**config.mk**
```make
export PLATFORM = sky130hd
export DESIGN_NAME = coin_scheduler_flat
export DESIGN_NICKNAME = d
export VERILOG_FILES = /design/src/rtl/coin_scheduler_pkg.sv /design/src/rtl/coin_scheduler_if.sv /design/src/rtl/coin_slot.sv /design/src/rtl/coin_scheduler.sv /design/src/flat_wrapper.sv
export SDC_FILE = /design/constraint.sdc
export NUM_CORES = 1
export LEC_CHECK = 0
export ABC_CLOCK_PERIOD_IN_PS = 4800
export BUFFER_PORTS_ARGS = -buffer_cell sky130_fd_sc_hd__buf_2
export CORE_MARGIN = 5
export CORE_UTILIZATION = 48
export CTS_BUF_LIST = sky130_fd_sc_hd__clkbuf_8
export DETAILED_ROUTE_END_ITERATION = 10
export GPL_TIMING_DRIVEN = 0
export PLACE_DENSITY = 0.81
export SLEW_MARGIN = 30
export SYNTH_ARGS = -nofsm -noshare
export SYNTH_HDL_FRONTEND = slang
export SYNTH_SLANG_ARGS = --single-unit
```
**constraint.sdc**
```tcl
create_clock -name Clk -period 4.8 [get_ports Clk]
set_clock_uncertainty 0.05 [all_clocks]
set_input_delay 0.72 -clock Clk [delete_from_list [all_inputs] [get_ports Clk]]
set_output_delay 0.72 -clock Clk [all_outputs]
set_load 0.03 [all_outputs]
```
**src/rtl/coin_scheduler_pkg.sv**
```systemverilog
// Shared game constants for the coin scheduler and the coin draw logic.
// Holds playfield geometry, motion/spawn timing and the scheduler state encodings.
package coin_scheduler_pkg;

  localparam int unsigned COIN_WIDTH   = 20;
  localparam int unsigned COIN_HEIGHT  = 20;
  localparam int unsigned SPAWN_X      = 620;
  localparam int unsigned STEP         = 2;
  localparam int unsigned SPAWN_PERIOD = 160;
  localparam int unsigned Y_BASE       = 40;

  localparam logic [1:0] ST_IDLE = 2'd0;
  localparam logic [1:0] ST_RUN  = 2'd1;
  localparam logic [1:0] ST_DONE = 2'd2;

  // Coin counter add that sticks at 255 instead of wrapping.
  function automatic logic [7:0] sat_add(input logic [7:0] a, input logic [1:0] b);
    logic [8:0] sum;
    sum = {1'b0, a} + {7'b0, b};
    return sum[8] ? 8'hFF : sum[7:0];
  endfunction

endpackage

```
**src/rtl/coin_scheduler_if.sv**
```systemverilog
// Control, bird box and coin outputs of the coin scheduler, bundled for one port.
// The game side drives through master; the scheduler sits on slave.
interface coin_scheduler_if;

  logic       Start;
  logic       Ack;
  logic       Tick;
  logic       Game_Over;
  logic [7:0] Rand;
  logic [9:0] Bird_X_L;
  logic [9:0] Bird_X_R;
  logic [9:0] Bird_Y_T;
  logic [9:0] Bird_Y_B;

  logic [9:0] Coin0_X_L;
  logic [9:0] Coin1_X_L;
  logic [9:0] Coin0_Y_T;
  logic [9:0] Coin1_Y_T;
  logic       Coin0_Valid;
  logic       Coin1_Valid;
  logic [7:0] Coin_Count;
  logic       Coin_Get;
  logic       q_Idle;
  logic       q_Run;
  logic       q_Done;

  modport master (
    output Start, Ack, Tick, Game_Over, Rand, Bird_X_L, Bird_X_R, Bird_Y_T, Bird_Y_B,
    input  Coin0_X_L, Coin1_X_L, Coin0_Y_T, Coin1_Y_T, Coin0_Valid, Coin1_Valid,
           Coin_Count, Coin_Get, q_Idle, q_Run, q_Done
  );

  modport slave (
    input  Start, Ack, Tick, Game_Over, Rand, Bird_X_L, Bird_X_R, Bird_Y_T, Bird_Y_B,
    output Coin0_X_L, Coin1_X_L, Coin0_Y_T, Coin1_Y_T, Coin0_Valid, Coin1_Valid,
           Coin_Count, Coin_Get, q_Idle, q_Run, q_Done
  );

endinterface

```
**src/rtl/coin_slot.sv**
```systemverilog
// One coin slot: position and live flag with load/clear/move controls,
// plus the bird overlap test on the current (pre-update) values.
module coin_slot #(
  parameter int unsigned COIN_WIDTH  = coin_scheduler_pkg::COIN_WIDTH,
  parameter int unsigned COIN_HEIGHT = coin_scheduler_pkg::COIN_HEIGHT,
  parameter int unsigned SPAWN_X     = coin_scheduler_pkg::SPAWN_X,
  parameter int unsigned STEP        = coin_scheduler_pkg::STEP,
  parameter int unsigned Y_BASE      = coin_scheduler_pkg::Y_BASE
) (
  input  logic       clk,
  input  logic       rst_n,
  input  logic       load,
  input  logic [7:0] rand_val,
  input  logic       clear,
  input  logic       move,
  input  logic [9:0] bird_x_l,
  input  logic [9:0] bird_x_r,
  input  logic [9:0] bird_y_t,
  input  logic [9:0] bird_y_b,
  output logic [9:0] x_l,
  output logic [9:0] y_t,
  output logic       valid,
  output logic       overlap,
  output logic       below_step
);

  localparam logic [10:0] WidthV  = 11'(COIN_WIDTH);
  localparam logic [10:0] HeightV = 11'(COIN_HEIGHT);
  localparam logic [9:0]  StepV   = 10'(STEP);
  localparam logic [9:0]  SpawnXV = 10'(SPAWN_X);
  localparam logic [9:0]  YBaseV  = 10'(Y_BASE);

  logic [9:0]  x_l_q, y_t_q;
  logic        valid_q;
  logic [10:0] x_r_edge, y_b_edge;

  // Far edges are formed in 11 bits so a coin near 1023 cannot wrap.
  assign x_r_edge = {1'b0, x_l_q} + WidthV;
  assign y_b_edge = {1'b0, y_t_q} + HeightV;

  assign overlap = valid_q
                && (bird_x_r > x_l_q)
                && ({1'b0, bird_x_l} < x_r_edge)
                && (bird_y_b > y_t_q)
                && ({1'b0, bird_y_t} < y_b_edge);

  assign below_step = x_l_q < StepV;

  // A load wins over clear so a slot freed this cycle can take the new coin.
  always_ff @(posedge clk or negedge rst_n) begin
    if (!rst_n) begin
      x_l_q   <= '0;
      y_t_q   <= '0;
      valid_q <= 1'b0;
    end else if (load) begin
      x_l_q   <= SpawnXV;
      y_t_q   <= YBaseV + {2'b00, rand_val};
      valid_q <= 1'b1;
    end else if (clear) begin
      valid_q <= 1'b0;
    end else if (move) begin
      x_l_q <= x_l_q - StepV;
    end
  end

  assign x_l   = x_l_q;
  assign y_t   = y_t_q;
  assign valid = valid_q;

endmodule

```
**src/rtl/coin_scheduler.sv**
```systemverilog
// Coin scheduler: spawns coins into two slots, scrolls them left per Tick,
// detects bird pickups and counts them over a game (IDLE/RUN/DONE).
module coin_scheduler #(
  parameter int unsigned COIN_WIDTH   = coin_scheduler_pkg::COIN_WIDTH,
  parameter int unsigned COIN_HEIGHT  = coin_scheduler_pkg::COIN_HEIGHT,
  parameter int unsigned SPAWN_X      = coin_scheduler_pkg::SPAWN_X,
  parameter int unsigned STEP         = coin_scheduler_pkg::STEP,
  parameter int unsigned SPAWN_PERIOD = coin_scheduler_pkg::SPAWN_PERIOD,
  parameter int unsigned Y_BASE       = coin_scheduler_pkg::Y_BASE
) (
  input logic             Clk,
  input logic             reset,
  coin_scheduler_if.slave bus
);

  import coin_scheduler_pkg::*;

  localparam int unsigned       TimerW    = $clog2(SPAWN_PERIOD);
  localparam logic [TimerW-1:0] TimerLast = TimerW'(SPAWN_PERIOD - 1);

  logic [1:0]        state_q, state_d;
  logic [TimerW-1:0] timer_q, timer_d;
  logic [7:0]        count_q, count_d;
  logic              get_q, get_d;

  logic       run, start_go, tick_run, spawn;
  logic [1:0] valid, overlap, below, hit, tick_clr, live, move, clear, load;
  logic [9:0] x_l [2];
  logic [9:0] y_t [2];

  assign run      = (state_q == ST_RUN);
  assign start_go = (state_q == ST_IDLE) && bus.Start;
  assign tick_run = run && bus.Tick;
  assign spawn    = tick_run && (timer_q == TimerLast);

  // Collection beats motion; a coin already under STEP is retired instead of moved.
  assign hit      = overlap & {2{run}};
  assign tick_clr = {2{tick_run}} & valid & ~hit & below;
  assign move     = {2{tick_run}} & valid & ~hit & ~below;
  assign live     = valid & ~hit & ~tick_clr;
  assign clear    = hit | tick_clr | {2{start_go}};

  // Spawn goes to the lowest slot still free after this cycle's clears.
  assign load[0] = spawn & ~live[0];
  assign load[1] = spawn & live[0] & ~live[1];

  always_comb begin
    state_d = state_q;
    case (state_q)
      ST_IDLE: if (bus.Start)     state_d = ST_RUN;
      ST_RUN:  if (bus.Game_Over) state_d = ST_DONE;
      ST_DONE: if (bus.Ack)       state_d = ST_IDLE;
      default:                    state_d = ST_IDLE;
    endcase
  end

  always_comb begin
    timer_d = timer_q;
    if (start_go) begin
      timer_d = '0;
    end else if (tick_run) begin
      timer_d = (timer_q == TimerLast) ? '0 : timer_q + TimerW'(1);
    end
  end

  assign count_d = start_go ? 8'd0 : sat_add(count_q, {1'b0, hit[0]} + {1'b0, hit[1]});
  assign get_d   = |hit;

  always_ff @(posedge Clk or negedge reset) begin
    if (!reset) begin
      state_q <= ST_IDLE;
      timer_q <= '0;
      count_q <= '0;
      get_q   <= 1'b0;
    end else begin
      state_q <= state_d;
      timer_q <= timer_d;
      count_q <= count_d;
      get_q   <= get_d;
    end
  end

  coin_slot #(
    .COIN_WIDTH  (COIN_WIDTH),
    .COIN_HEIGHT (COIN_HEIGHT),
    .SPAWN_X     (SPAWN_X),
    .STEP        (STEP),
    .Y_BASE      (Y_BASE)
  ) u_slot0 (
    .clk        (Clk),
    .rst_n      (reset),
    .load       (load[0]),
    .rand_val   (bus.Rand),
    .clear      (clear[0]),
    .move       (move[0]),
    .bird_x_l   (bus.Bird_X_L),
    .bird_x_r   (bus.Bird_X_R),
    .bird_y_t   (bus.Bird_Y_T),
    .bird_y_b   (bus.Bird_Y_B),
    .x_l        (x_l[0]),
    .y_t        (y_t[0]),
    .valid      (valid[0]),
    .overlap    (overlap[0]),
    .below_step (below[0])
  );

  coin_slot #(
    .COIN_WIDTH  (COIN_WIDTH),
    .COIN_HEIGHT (COIN_HEIGHT),
    .SPAWN_X     (SPAWN_X),
    .STEP        (STEP),
    .Y_BASE      (Y_BASE)
  ) u_slot1 (
    .clk        (Clk),
    .rst_n      (reset),
    .load       (load[1]),
    .rand_val   (bus.Rand),
    .clear      (clear[1]),
    .move       (move[1]),
    .bird_x_l   (bus.Bird_X_L),
    .bird_x_r   (bus.Bird_X_R),
    .bird_y_t   (bus.Bird_Y_T),
    .bird_y_b   (bus.Bird_Y_B),
    .x_l        (x_l[1]),
    .y_t        (y_t[1]),
    .valid      (valid[1]),
    .overlap    (overlap[1]),
    .below_step (below[1])
  );

  assign bus.Coin0_X_L   = x_l[0];
  assign bus.Coin1_X_L   = x_l[1];
  assign bus.Coin0_Y_T   = y_t[0];
  assign bus.Coin1_Y_T   = y_t[1];
  assign bus.Coin0_Valid = valid[0];
  assign bus.Coin1_Valid = valid[1];
  assign bus.Coin_Count  = count_q;
  assign bus.Coin_Get    = get_q;
  assign bus.q_Idle      = (state_q == ST_IDLE);
  assign bus.q_Run       = run;
  assign bus.q_Done      = (state_q == ST_DONE);

endmodule

```
**src/flat_wrapper.sv**
```systemverilog
// flat-port wrapper written by rule: the top's interface ports become plain ports
module coin_scheduler_flat import coin_scheduler_pkg::*;
#(
  parameter int unsigned COIN_WIDTH   = coin_scheduler_pkg::COIN_WIDTH,
  parameter int unsigned COIN_HEIGHT  = coin_scheduler_pkg::COIN_HEIGHT,
  parameter int unsigned SPAWN_X      = coin_scheduler_pkg::SPAWN_X,
  parameter int unsigned STEP         = coin_scheduler_pkg::STEP,
  parameter int unsigned SPAWN_PERIOD = coin_scheduler_pkg::SPAWN_PERIOD,
  parameter int unsigned Y_BASE       = coin_scheduler_pkg::Y_BASE
)
  (Clk, reset, bus_Start, bus_Ack, bus_Tick, bus_Game_Over, bus_Rand, bus_Bird_X_L, bus_Bird_X_R, bus_Bird_Y_T, bus_Bird_Y_B, bus_Coin0_X_L, bus_Coin1_X_L, bus_Coin0_Y_T, bus_Coin1_Y_T, bus_Coin0_Valid, bus_Coin1_Valid, bus_Coin_Count, bus_Coin_Get, bus_q_Idle, bus_q_Run, bus_q_Done);
  coin_scheduler_if bus_i ();
  input logic Clk;
  input logic reset;
  input wire logic [$bits(bus_i.Start)-1:0] bus_Start;
  input wire logic [$bits(bus_i.Ack)-1:0] bus_Ack;
  input wire logic [$bits(bus_i.Tick)-1:0] bus_Tick;
  input wire logic [$bits(bus_i.Game_Over)-1:0] bus_Game_Over;
  input wire logic [$bits(bus_i.Rand)-1:0] bus_Rand;
  input wire logic [$bits(bus_i.Bird_X_L)-1:0] bus_Bird_X_L;
  input wire logic [$bits(bus_i.Bird_X_R)-1:0] bus_Bird_X_R;
  input wire logic [$bits(bus_i.Bird_Y_T)-1:0] bus_Bird_Y_T;
  input wire logic [$bits(bus_i.Bird_Y_B)-1:0] bus_Bird_Y_B;
  output wire logic [$bits(bus_i.Coin0_X_L)-1:0] bus_Coin0_X_L;
  output wire logic [$bits(bus_i.Coin1_X_L)-1:0] bus_Coin1_X_L;
  output wire logic [$bits(bus_i.Coin0_Y_T)-1:0] bus_Coin0_Y_T;
  output wire logic [$bits(bus_i.Coin1_Y_T)-1:0] bus_Coin1_Y_T;
  output wire logic [$bits(bus_i.Coin0_Valid)-1:0] bus_Coin0_Valid;
  output wire logic [$bits(bus_i.Coin1_Valid)-1:0] bus_Coin1_Valid;
  output wire logic [$bits(bus_i.Coin_Count)-1:0] bus_Coin_Count;
  output wire logic [$bits(bus_i.Coin_Get)-1:0] bus_Coin_Get;
  output wire logic [$bits(bus_i.q_Idle)-1:0] bus_q_Idle;
  output wire logic [$bits(bus_i.q_Run)-1:0] bus_q_Run;
  output wire logic [$bits(bus_i.q_Done)-1:0] bus_q_Done;
  assign bus_i.Start = bus_Start;
  assign bus_i.Ack = bus_Ack;
  assign bus_i.Tick = bus_Tick;
  assign bus_i.Game_Over = bus_Game_Over;
  assign bus_i.Rand = bus_Rand;
  assign bus_i.Bird_X_L = bus_Bird_X_L;
  assign bus_i.Bird_X_R = bus_Bird_X_R;
  assign bus_i.Bird_Y_T = bus_Bird_Y_T;
  assign bus_i.Bird_Y_B = bus_Bird_Y_B;
  assign bus_Coin0_X_L = bus_i.Coin0_X_L;
  assign bus_Coin1_X_L = bus_i.Coin1_X_L;
  assign bus_Coin0_Y_T = bus_i.Coin0_Y_T;
  assign bus_Coin1_Y_T = bus_i.Coin1_Y_T;
  assign bus_Coin0_Valid = bus_i.Coin0_Valid;
  assign bus_Coin1_Valid = bus_i.Coin1_Valid;
  assign bus_Coin_Count = bus_i.Coin_Count;
  assign bus_Coin_Get = bus_i.Coin_Get;
  assign bus_q_Idle = bus_i.q_Idle;
  assign bus_q_Run = bus_i.q_Run;
  assign bus_q_Done = bus_i.q_Done;
  coin_scheduler #(.COIN_WIDTH(COIN_WIDTH), .COIN_HEIGHT(COIN_HEIGHT), .SPAWN_X(SPAWN_X), .STEP(STEP), .SPAWN_PERIOD(SPAWN_PERIOD), .Y_BASE(Y_BASE)) u_core (.Clk(Clk), .reset(reset), .bus(bus_i));
endmodule
```
==> out/qor.yml <==
ir_worst_vdd_v: 0.000277
finalWeightedCongestion: 0.883
synthTopCellsByArea: "dfrtp_1 28%, ha_1 21%, xnor2_1 4.2%, inv_1 3.5%, a21oi_1 3.0%"
grt_usage_pct: 21.7
syn_inst: 535
synth_top_family_by_area: "adder cells"
synthXorXnorAreaFrac_pct: 5.60
yosys.area_share.simple_pct: 15.3
synthTopCellsByCount: "85 x ha_1, 57 x dfrtp_1, 47 x inv_1, 30 x a21oi_1, 29 x o21ai_0"
max_freq_mhz: 228
dpl.hpwl_mm: 11.1
cts_htree_levels: 3
yosysUniqueCellTypes: 69
slew_violations: 0
drt_iter0_markers: 352
hold_class: "input pin to async pin"
max-cap-violations: 0
p_leak_nw: 2.89
cts_tree: "done"
outcome: "finished, final reports clean"
synth_edf_count: 0
core_region_area_um2: 10200
setup_tns_ps: 0
grt_first_pass_wirelength_mm: 22.4
rsz0062_at_grt: "false"
path_clk_slew_ps: 70
n_antenna_cell: 0
die_h_um: 112
insertion_delay_ps: 350
relSlewSlack_pct: 51.2
yosys.area_share.adder_pct: 21.6
synth_warnings: 0
grt_max_degree: 58
final_nets: 790
synthMuxAreaShare_pct: 4.37
crit_type: "register to register"
vias_per_cell: 5.90
critPathCaptureType: "register"
via_count: 4661
synth_compound_area_share_pct: 18.8
area_growth_pct: 18.2
timing.final.ws_setup_ps: 406
drive_gt1_share_pct: 22.9
drtPass1Iterations: 5
ant_nets: 0
pin_count: 108
cts_inserted_buffers: 9
hold_viol: 0
fin_crit_ps: 4390
cts_root_buf: "clkbuf_8"
required_ps: 5020
synth-seq-area-share_pct: 28.5
die-area_um2: 12600
path_max_fanout: 19
cts.sinks: 57
power_density_nw_per_um2: 247
worst-slew-pin-transition_ps: 732
setup_viol: 0
first_global_vias: 4740
synth_largest_area_cell: "dfrtp_1"
port_buffers: 102
async_flop_share_pct: 100
grt-ovfl-total: 0
pre_cts_ws_ps: 97.3
ys.flop_type: "dfrtp_1"
fp.dieW_um: 112
p_total_mw: 1.46
antenna_found_initial: 0
syn_avg_cell_area_um2: 9.36
drc: 0
fill_cells: 853
synth_top_area_share_pct: 28.5
netlist_area_um2: 5010
wl_per_cell_um: 17.4
start_kind: "register"
start_util_pct: 48.9
worstPathArrival_ps: 4610
fin_crit_sh_pct: 91.5
synth_most_common_cell: "ha_1"
ys_ff_latch: 57
row_count: 37
clockBufferDepth: 2
wirelength_mm: 13.7
[cells by family after synthesis]
| family | after synthesis |
|---|---|
| fa+ha+maj | 86 |
| buf+inv | 67 |
| simple gates | 138 |
| other cells | 1 |
| compound gates | 136 |
| flops | 57 |
| xor+xnor | 32 |
| mux | 18 |
[report_power, final]
part	internal, mW	switching, mW	leakage, nW	total, mW
sequential	0.506	0.0339	0.752	0.540
clock	0.302	0.208	0.104	0.510
combinational	0.147	0.265	2.04	0.412
total	0.956	0.507	2.89	1.46
[sequential cells by signal, summed over array words and instances, names as in the netlist]
register,count
u_core.bus.Coin_Count,8
u_core.bus.Coin_Get,1
u_core.u_slot1.y_t,9
u_core.state_q,2
u_core.u_slot0.y_t,9
u_core.u_slot0.valid,1
u_core.u_slot1.x_l,9
u_core.timer_q,8
u_core.u_slot1.valid,1
u_core.u_slot0.x_l,9
[layout make-up]
class	count	area [um2]	share of cell area [%]
multi-input cells	414	3310	55.9
flip-flops and latches	57	1430	24.1
repair buffers	102	513	8.66
inverters	51	194	3.28
well taps	136	170	2.87
clock buffers	10	138	2.32
plain buffers	15	90.1	1.52
clock inverters	5	80.1	1.35
[through the flow]
step                      std cells  utilization (%)  hold WS [ps]  instance area (um2)
after floorplan                 538                -           374                 5020
after global placement          776             55.7           408                 5700
after detailed placement        776             55.7           425                 5700
after CTS                       791             57.9           398                 5920
after global routing            790             57.9           448                 5920
final                           790             57.9           352                 5920
[final timing paths]
path / to / slack, ps / start / cells past startpoint
worst max-delay path: u_core.bus.Coin_Count[5] / 410 / u_core.u_slot1.y_t[2] / 17
worst min-delay path: u_core.u_slot1.y_t[5] / 350 / reset / 1
worst max register to register: u_core.bus.Coin_Count[5] / 410 / u_core.u_slot1.y_t[2] / 17
worst min register to register: u_core.timer_q[7] / 450 / u_core.timer_q[7] / 1
max in group asynchronous: u_core.u_slot0.x_l[1] / 3830 / reset / 1
min in group Clk: u_core.timer_q[7] / 450 / u_core.timer_q[7] / 1
[cell usage in the layout, fill, tap and decap left out, drive strengths merged, types with 7 or more instances in the layout]
master  netlist  layout
buf           9     111
ha           85      85
dfrtp        57      57
inv          51      51
a21oi        30      30
o21ai        30      30
xnor2        24      24
nand2        23      23
nor2         21      21
nand3        21      21
clkbuf        7      16
mux2         16      16
nor3         12      12
nand4        11      11
and3          9       9
a21o          8       8
a211oi        8       8
a31oi         8       8
xor2          8       8
o31ai         7       7
[routing by layer]
layer | up-vias | share of wire [%] | GRT usage, %
li1 | 2209 | - | -
met1 | 2193 | 41 | 26.1
met2 | 213 | 49 | 36.9
met3 | 46 | 7.3 | 5.12
met4 | 0 | 3.1 | 9.46
met5 | - | 0 | 0
[critical path: stages, from the launching register on]
cell and delay, ps:
dfrtp_1 460, ha_1 280, o21ai_0 260, xnor2_1 180, ha_1 280, a21o_1 170, a2111oi_2 410, nand4_1 140
a31oi_1 200, and4_4 290, inv_4 100, fa_1 390, inv_1 90, ha_1 180, and3_1 180, clkbuf_1 250
nand3_2 210, a21oi_1 180
[repair_timing]
action,in CTS,in global routing
hold buffers,0,0
buffers inserted,0,0
setup endpoints to repair,0,8
gates resized for setup,0,1
(Power assumes the default switching activity.)
